===== src/rtl/div_param_seq_pkg.sv =====
// Shared definitions for the sequential divider: FSM state encoding and state helpers.
package div_param_seq_pkg;

  typedef enum logic [1:0] {
    ST_IDLE = 2'd0,
    ST_CALC = 2'd1,
    ST_FIX  = 2'd2,
    ST_DONE = 2'd3
  } state_e;

  function automatic logic is_busy_state(input state_e s);
    return (s == ST_CALC) || (s == ST_FIX);
  endfunction

endpackage


===== src/rtl/div_param_seq_step.sv =====
// One restoring-division step: shift in the next dividend bit, trial-subtract the divisor.
module div_param_seq_step #(
  parameter int WIDTH = 8
) (
  input  logic [WIDTH:0]   rem_i,
  input  logic             dvd_msb_i,
  input  logic [WIDTH-1:0] dvs_i,
  output logic [WIDTH:0]   rem_o,
  output logic             qbit_o
);

  logic [WIDTH+1:0] shifted_s;
  logic [WIDTH:0]   diff_s;
  logic             ge_s;

  always_comb begin
    shifted_s = {rem_i, dvd_msb_i};
    ge_s      = shifted_s >= {2'b00, dvs_i};
    // When ge_s holds the difference is below the divisor, so WIDTH+1 bits suffice.
    diff_s    = shifted_s[WIDTH:0] - {1'b0, dvs_i};
    qbit_o    = ge_s;
    if (ge_s) begin
      rem_o = diff_s;
    end else begin
      rem_o = shifted_s[WIDTH:0];
    end
  end

endmodule


===== src/rtl/div_param_seq.sv =====
// Parametrised sequential signed/unsigned divider: sign pre-processing, WIDTH restoring
// steps, sign fix-up, with early completion for divide-by-zero and signed MIN/-1.
module div_param_seq
  import div_param_seq_pkg::*;
#(
  parameter int WIDTH = 8
) (
  input  logic             clk,
  input  logic             reset,
  input  logic             start,
  input  logic             signed_op,
  input  logic [WIDTH-1:0] A,
  input  logic [WIDTH-1:0] B,
  output logic [WIDTH-1:0] Q,
  output logic [WIDTH-1:0] R,
  output logic             busy,
  output logic             done,
  output logic             div_zero,
  output logic             overflow
);

  localparam int               CNT_W    = $clog2(WIDTH + 1);
  localparam logic [WIDTH-1:0] MIN_VAL  = {1'b1, {(WIDTH-1){1'b0}}};
  localparam logic [WIDTH-1:0] ONES     = {WIDTH{1'b1}};
  localparam logic [WIDTH-1:0] ONE      = {{(WIDTH-1){1'b0}}, 1'b1};
  localparam logic [CNT_W-1:0] CNT_ONE  = {{(CNT_W-1){1'b0}}, 1'b1};
  localparam logic [CNT_W-1:0] CNT_LAST = CNT_W'(WIDTH - 1);

  function automatic logic [WIDTH-1:0] negate(input logic [WIDTH-1:0] v);
    return (~v) + ONE;
  endfunction

  // Two's-complement MIN maps to itself, which read as unsigned is the correct magnitude.
  function automatic logic [WIDTH-1:0] magnitude(input logic [WIDTH-1:0] v, input logic is_signed);
    return (is_signed && v[WIDTH-1]) ? negate(v) : v;
  endfunction

  state_e           state_q, state_d;
  logic [CNT_W-1:0] cnt_q, cnt_d;
  logic [WIDTH-1:0] dvd_q, dvd_d;
  logic [WIDTH-1:0] dvs_q, dvs_d;
  logic [WIDTH:0]   rem_q, rem_d;
  logic             qneg_q, qneg_d;
  logic             rneg_q, rneg_d;
  logic [WIDTH-1:0] quo_q, quo_d;
  logic [WIDTH-1:0] res_r_q, res_r_d;
  logic             busy_q, busy_d;
  logic             done_q, done_d;
  logic             dz_q, dz_d;
  logic             ov_q, ov_d;

  logic [WIDTH:0]   step_rem_s;
  logic             step_qbit_s;

  div_param_seq_step #(.WIDTH(WIDTH)) u_step (
    .rem_i     (rem_q),
    .dvd_msb_i (dvd_q[WIDTH-1]),
    .dvs_i     (dvs_q),
    .rem_o     (step_rem_s),
    .qbit_o    (step_qbit_s)
  );

  // Next-state and datapath computation for the divider FSM.
  always_comb begin
    state_d = state_q;
    cnt_d   = cnt_q;
    dvd_d   = dvd_q;
    dvs_d   = dvs_q;
    rem_d   = rem_q;
    qneg_d  = qneg_q;
    rneg_d  = rneg_q;
    quo_d   = quo_q;
    res_r_d = res_r_q;
    dz_d    = dz_q;
    ov_d    = ov_q;
    case (state_q)
      ST_IDLE: begin
        if (start) begin
          dz_d = 1'b0;
          ov_d = 1'b0;
          if (B == {WIDTH{1'b0}}) begin
            state_d = ST_DONE;
            quo_d   = ONES;
            res_r_d = A;
            dz_d    = 1'b1;
          end else if (signed_op && (A == MIN_VAL) && (B == ONES)) begin
            state_d = ST_DONE;
            quo_d   = MIN_VAL;
            res_r_d = {WIDTH{1'b0}};
            ov_d    = 1'b1;
          end else begin
            state_d = ST_CALC;
            dvd_d   = magnitude(A, signed_op);
            dvs_d   = magnitude(B, signed_op);
            rem_d   = {(WIDTH+1){1'b0}};
            cnt_d   = {CNT_W{1'b0}};
            qneg_d  = signed_op & (A[WIDTH-1] ^ B[WIDTH-1]);
            rneg_d  = signed_op & A[WIDTH-1];
          end
        end else begin
          state_d = ST_IDLE;
        end
      end
      ST_CALC: begin
        // Quotient bits fill the dividend register from the LSB as its MSBs are consumed.
        rem_d = step_rem_s;
        dvd_d = {dvd_q[WIDTH-2:0], step_qbit_s};
        cnt_d = cnt_q + CNT_ONE;
        if (cnt_q == CNT_LAST) begin
          state_d = ST_FIX;
        end else begin
          state_d = ST_CALC;
        end
      end
      ST_FIX: begin
        quo_d   = qneg_q ? negate(dvd_q) : dvd_q;
        res_r_d = rneg_q ? negate(rem_q[WIDTH-1:0]) : rem_q[WIDTH-1:0];
        state_d = ST_DONE;
      end
      ST_DONE: begin
        state_d = ST_IDLE;
      end
      default: begin
        state_d = ST_IDLE;
      end
    endcase
    busy_d = is_busy_state(state_d);
    done_d = (state_d == ST_DONE);
  end

  // State and datapath registers; reset clears everything and aborts any operation.
  always_ff @(posedge clk or posedge reset) begin
    if (reset) begin
      state_q <= ST_IDLE;
      cnt_q   <= {CNT_W{1'b0}};
      dvd_q   <= {WIDTH{1'b0}};
      dvs_q   <= {WIDTH{1'b0}};
      rem_q   <= {(WIDTH+1){1'b0}};
      qneg_q  <= 1'b0;
      rneg_q  <= 1'b0;
      quo_q   <= {WIDTH{1'b0}};
      res_r_q <= {WIDTH{1'b0}};
      busy_q  <= 1'b0;
      done_q  <= 1'b0;
      dz_q    <= 1'b0;
      ov_q    <= 1'b0;
    end else begin
      state_q <= state_d;
      cnt_q   <= cnt_d;
      dvd_q   <= dvd_d;
      dvs_q   <= dvs_d;
      rem_q   <= rem_d;
      qneg_q  <= qneg_d;
      rneg_q  <= rneg_d;
      quo_q   <= quo_d;
      res_r_q <= res_r_d;
      busy_q  <= busy_d;
      done_q  <= done_d;
      dz_q    <= dz_d;
      ov_q    <= ov_d;
    end
  end

  assign Q        = quo_q;
  assign R        = res_r_q;
  assign busy     = busy_q;
  assign done     = done_q;
  assign div_zero = dz_q;
  assign overflow = ov_q;

endmodule


===== config.mk =====
export PLATFORM = sky130hd
export DESIGN_NAME = div_param_seq
export DESIGN_NICKNAME = d
export VERILOG_FILES = /design/src/rtl/div_param_seq_pkg.sv /design/src/rtl/div_param_seq_step.sv /design/src/rtl/div_param_seq.sv
export SDC_FILE = /design/constraint.sdc
export NUM_CORES = 1
export LEC_CHECK = 0
export BUFFER_PORTS_ARGS = -buffer_cell sky130_fd_sc_hd__buf_2
export CAP_MARGIN = 20
export CORE_ASPECT_RATIO = 1.5
export CORE_MARGIN = 5
export CORE_UTILIZATION = 35
export CTS_CLUSTER_SIZE = 40
export DETAILED_ROUTE_END_ITERATION = 10
export REMOVE_ABC_BUFFERS = 1
export SYNTH_ARGS = -nofsm -noshare
export SYNTH_HDL_FRONTEND = slang
export SYNTH_HIERARCHICAL = 1
export SYNTH_SLANG_ARGS = --single-unit

===== constraint.sdc =====
create_clock -name clk -period 2.89 [get_ports clk]
set_input_delay 0.578 -clock clk [delete_from_list [all_inputs] [get_ports clk]]
set_output_delay 0.578 -clock clk [all_outputs]
set_load 0.02 [all_outputs]

* Word level (Yosys, flattened, before mapping)
Cells that the tools add are included. Widths: inputs -> output; s select.
Word-level totals: register bits 53, input bits 20, logic and storage cells 88
Cells by class: $add $sub $neg 6, magnitude comparators 1, eq/ne operators 13, muxes and demuxes 33, bitwise operators 9, reduce and logical (&&, ||, !) cells 13
Operator list (number):
- $mux 8 | 13
- $pmux 8 s2 | 3
- $mux 9 | 4
- $add 8x1->8 const B | 4
- $not 8->8 | 4
- $pmux 9 s2 | 1
- $eq 8x8->1 const B | 2
- $mux 4 | 3
- $ge 10x8->1 | 1
- $sub 9x8->9 | 1
- $eq 2x2->1 const B | 4
- $logic_not 8->1 | 1
- $mux 2 | 4
- $pmux 2 s4 | 1
- $pmux 4 s2 | 1
- $reduce_and 4->1 | 2
- $ne 2x2->1 const B | 3
- $add 4x1->4 const B | 1
- $eq 2x1->1 const B | 2
- $eq 4x3->1 const B | 1
- $logic_and 1x1->1 | 4
- $reduce_bool 2->1 | 2
- $mux 1 | 3
- $ne 3x3->1 const B | 1
- other kinds (7) | 9

* Depth between registers and ports, before layout
word-level depth 9, mapped depth 12, depth with buffers taken out 11

* Cells and area by module
The synthesis kept the hierarchy.
By module, submodules not included:
- div_param_seq | instances 1, cells an instance 324, area an instance 2924.1 µm²
- div_param_seq_step | instances 1, cells an instance 75, area an instance 523.0 µm²

* Least setup slack after synthesis
Ideal clock, no wire load.
path kind in2reg, start input port A[0], end register quo_q[1], in the netlist Q[1], data arrival time 2.577 ns, data required time 2.765 ns, slack 0.188 ns, stages on the path 7, cell sequence inv_1 ha_1 or4b_1 or4_1 clkbuf_2 a211oi_4 mux2_2
On the way: word-level cells in the longest chain between the ends 5
RTL lines:
- from (decl) | RTL line div_param_seq.sv:12 | input logic [WIDTH-1:0] A,
- $eq 8x8->1 | RTL line div_param_seq.sv:86 | end else if (signed_op && (A == MIN_VAL) && (B == ONES)) begin
- $logic_and 1x1->1 (2 in series) | RTL line div_param_seq.sv:86
- $ne 3x3->1 (no line)
- $reduce_and 3->1 (no line)
- to (signal assigned) | RTL line div_param_seq.sv:141 | quo_q <= {WIDTH{1'b0}};
- to (signal assigned) | RTL line div_param_seq.sv:155 | quo_q <= quo_d;
- to (decl) | RTL line div_param_seq.sv:45 | logic [WIDTH-1:0] quo_q, quo_d;
No other way between the ends. A chain may end at the register's enable or synchronous reset.

* Worst setup path after layout
start input port A[1], end register res_r_q[5], in the netlist R[5]
On the way: word-level cells in the longest chain between the ends 5
RTL lines:
- $eq 8x8->1 | RTL line div_param_seq.sv:86
- $logic_and 1x1->1 (2 in series) | RTL line div_param_seq.sv:86
- $ne 3x3->1 (no line)
- $reduce_and 3->1 (no line)
- to (signal assigned) | RTL line div_param_seq.sv:142 | res_r_q <= {WIDTH{1'b0}};
- to (signal assigned) | RTL line div_param_seq.sv:156 | res_r_q <= res_r_d;
- to (decl) | RTL line div_param_seq.sv:46 | logic [WIDTH-1:0] res_r_q, res_r_d;
No other way between the ends.

==> flow_summary.json <==
{
  "finalNonFillerCells": 557,
  "synthTopCellsByArea": "dfrtp_1 (38%), nand2_1 (7.1%), o21ai_0 (5.8%)",
  "syn-cell-area_um2": 3450,
  "postCtsSetupBuffers": 0,
  "netlist_instances": 399,
  "pre_cts_ws_ps": -33.4,
  "grt_pass1_vias": 2968,
  "min_period_ps": 2620,
  "die_h_um": 132,
  "design.core.area_um2": 9690,
  "clock_latency_ps": 290,
  "cts.sinks": 53,
  "path_cells": "buf_2, inv_1, ha_1, or4b_1, or4_1, a211oi_4, buf_12, mux2_2",
  "maxSlewHeadroom_pct": 54.4,
  "cp_data_arrival_time_ps": 2800,
  "outcome": "finished clean",
  "worst-setup-path-type": "input pin to register",
  "ys_ff_latch": 53,
  "reg2reg_from": "dvd_q[7]$_DFFE_PP0P_",
  "ys_types": 50,
  "io_pins": 40,
  "post-route-util_pct": 41.1,
  "fin_crit_sh_pct": 90.6,
  "clkTransAtPathRegs_ps": 70,
  "max_cap_viol_count": 0,
  "setup_slack_ps": 272,
  "ys_warn_count": 6,
  "first_pass_iters": 4,
  "ant_nets": 0,
  "worst_pin_slew_ps": 682,
  "drv_slew": 0,
  "r2r_end": "rem_q[7]$_DFFE_PP0P_",
  "die_area_um2": 12000,
  "ff2ff_path_depth": 12,
  "dp_hpwl_um": 6880,
  "required_ps": 3070,
  "post_drt_wl_per_cell_um": 15.7,
  "p_per_area_nw_per_um2": 1150,
  "fin_nets": 477,
  "rrSetupSlack_ps": 410,
  "syn_to_final_growth_pct": 15.6,
  "die_w_um": 91.0,
  "critical_path.slowest_cell": "or4_1",
  "htreeDepth": 2,
  "layout-drive-gt1-share_pct": 17.9,
  "synth_commonest_cells": "nand2_1 (65), dfrtp_1 (53), o21ai_0 (40)",
  "grt_max_degree": 23,
  "place_area_um2": 3840,
  "cts_buffers": 5,
  "crit_family": "simple AND/OR/NAND/NOR gates",
  "viasPerCell": 5.25,
  "cts.repair.resized": 0,
  "grt_overflow": 0,
  "clockBufferDepth": 2,
  "ir_drop_mv": 0.681,
  "crit_buf_inv": 3,
  "drc": 0,
  "gp_congestion": 0.835,
  "vias": 2924,
  "async_reset_ff_share_pct": 100,
  "grt_usage_pct": 14.8,
  "hp-class": "input pin to asynchronous set/reset pin",
  "antenna_found_initial": 0,
  "cts_root_buf": "clkbuf_16",
  "rsz0062_at_grt": "false",
  "rows": 44,
  "critPathMaxStageDelay_ps": 590,
  "crit_fanout": 9,
  "portBuffers": 39,
  "syn_avg_cell_area_um2": 8.64,
  "fmax_ghz": 0.382,
  "synth_top_area_share_pct": 38.5,
  "cp-start-kind": "input pin",
  "synth_most_common_cell": "nand2_1",
  "finalHoldViolCount": 0,
  "totalWireLength_um": 8760,
  "synth_edf_count": 0,
  "endpoint_kind": "register",
  "antenna_cells": 0,
  "first_iter_violations": 164,
  "dp_cells": 549,
  "p_leak_nw": 1.83,
  "yosys.area.top_type": "dfrtp_1",
  "initial_core_util_pct": 35.6,
  "hold_buffers": 0,
  "cts_tree": "done",
  "seq_area_frac_synth_pct": 38.5,
  "stdcell_area_um2": 3980,
  "synth_top_flop_cell": "dfrtp_1",
  "skew_ps": 4.53,
  "grt_pass1_wl_um": 14500,
  "final-setup-viol-count": 0
}
[power by group]
group	total (mW)	internal, mW	switching (mW)
Combinational	2.56	1.09	1.47
Sequential	1.43	1.08	0.343
Clock	0.588	0.318	0.270
[stage by stage]
stage          setup TNS [ps]  hold slack, ps  power [mW]
2_1_floorplan               0             450        3.23
3_3_place_gp                0             466        3.95
3_5_place_dp             -185             473        4.02
4_1_cts                     0             294        4.62
5_1_grt                     0             311        4.99
6_report                    0             281        4.57
[layout make-up]
type                       instances  area (um^2)
timing repair buffer              54          333
inverter                          23         86.3
sequential                        53         1330
clock buffer                       5          125
fill                             980         5710
multi-input combinational        304         1950
tap                              115          144
clock inverter                     3         17.5
[placed cells by master (no fill, tap or decap), types with 2 or more instances in the layout]
cell type,count
a21boi_0,4
o21bai_1,2
inv_1,22
o21ai_0,40
mux2i_1,12
clkinv_2,2
nand2_1,65
xnor2_1,13
buf_4,13
a21oi_1,21
nor3_1,7
nand3_1,17
nand4_1,4
ha_1,15
nor2_1,22
o211ai_1,2
nand2b_1,7
o31ai_1,9
clkbuf_16,5
buf_2,39
a22oi_1,3
nor2b_1,6
mux2_2,11
a31oi_1,2
or3_1,4
nand4b_1,2
buf_12,2
dfrtp_1,53
nand3b_1,2
xor2_1,13
[cell families after synthesis]
kind of cell               share of synthesized area [%]
AOI/OAI and AO/OA                                   16.7
muxes                                               7.08
xor gates and xnor gates                            6.61
DFF                                                 38.5
and+or+nand+nor                                     20.3
adders and majority gates                           6.03
buffers and inverters                               4.90
[metal layers]
metal	up-vias	wire length, um	global-route usage (%)
li1	1465	-	-
met1	1395	3400	16.3
met2	50	4830	27.6
met3	14	269	2.12
met4	0	261	6.20
met5	-	0	0
[registers in the layout, indices dropped and copies added, names as in the netlist, 2 cells and up]
signal	count
state_q	2
dvs_q	8
R	8
dvd_q	8
Q	8
cnt_q	4
rem_q	9
[worst max path at each step]
stage               start                   end  slack, ps  cells past startpoint
floorplan            A[0]  dvs_q[2]$_DFFE_PP0P_        140                      6
detailed placement   A[1]      R[1]$_DFFE_PP0P_        -30                      8
global placement     A[0]      R[1]$_DFFE_PP0P_         20                      8
global route         A[1]        busy$_DFF_PP0_        170                     10
finish               A[1]      R[5]$_DFFE_PP0P_        270                      8
CTS                  A[0]      R[5]$_DFFE_PP0P_        270                      8
No activity file was read; power rests on OpenSTA's default activity.
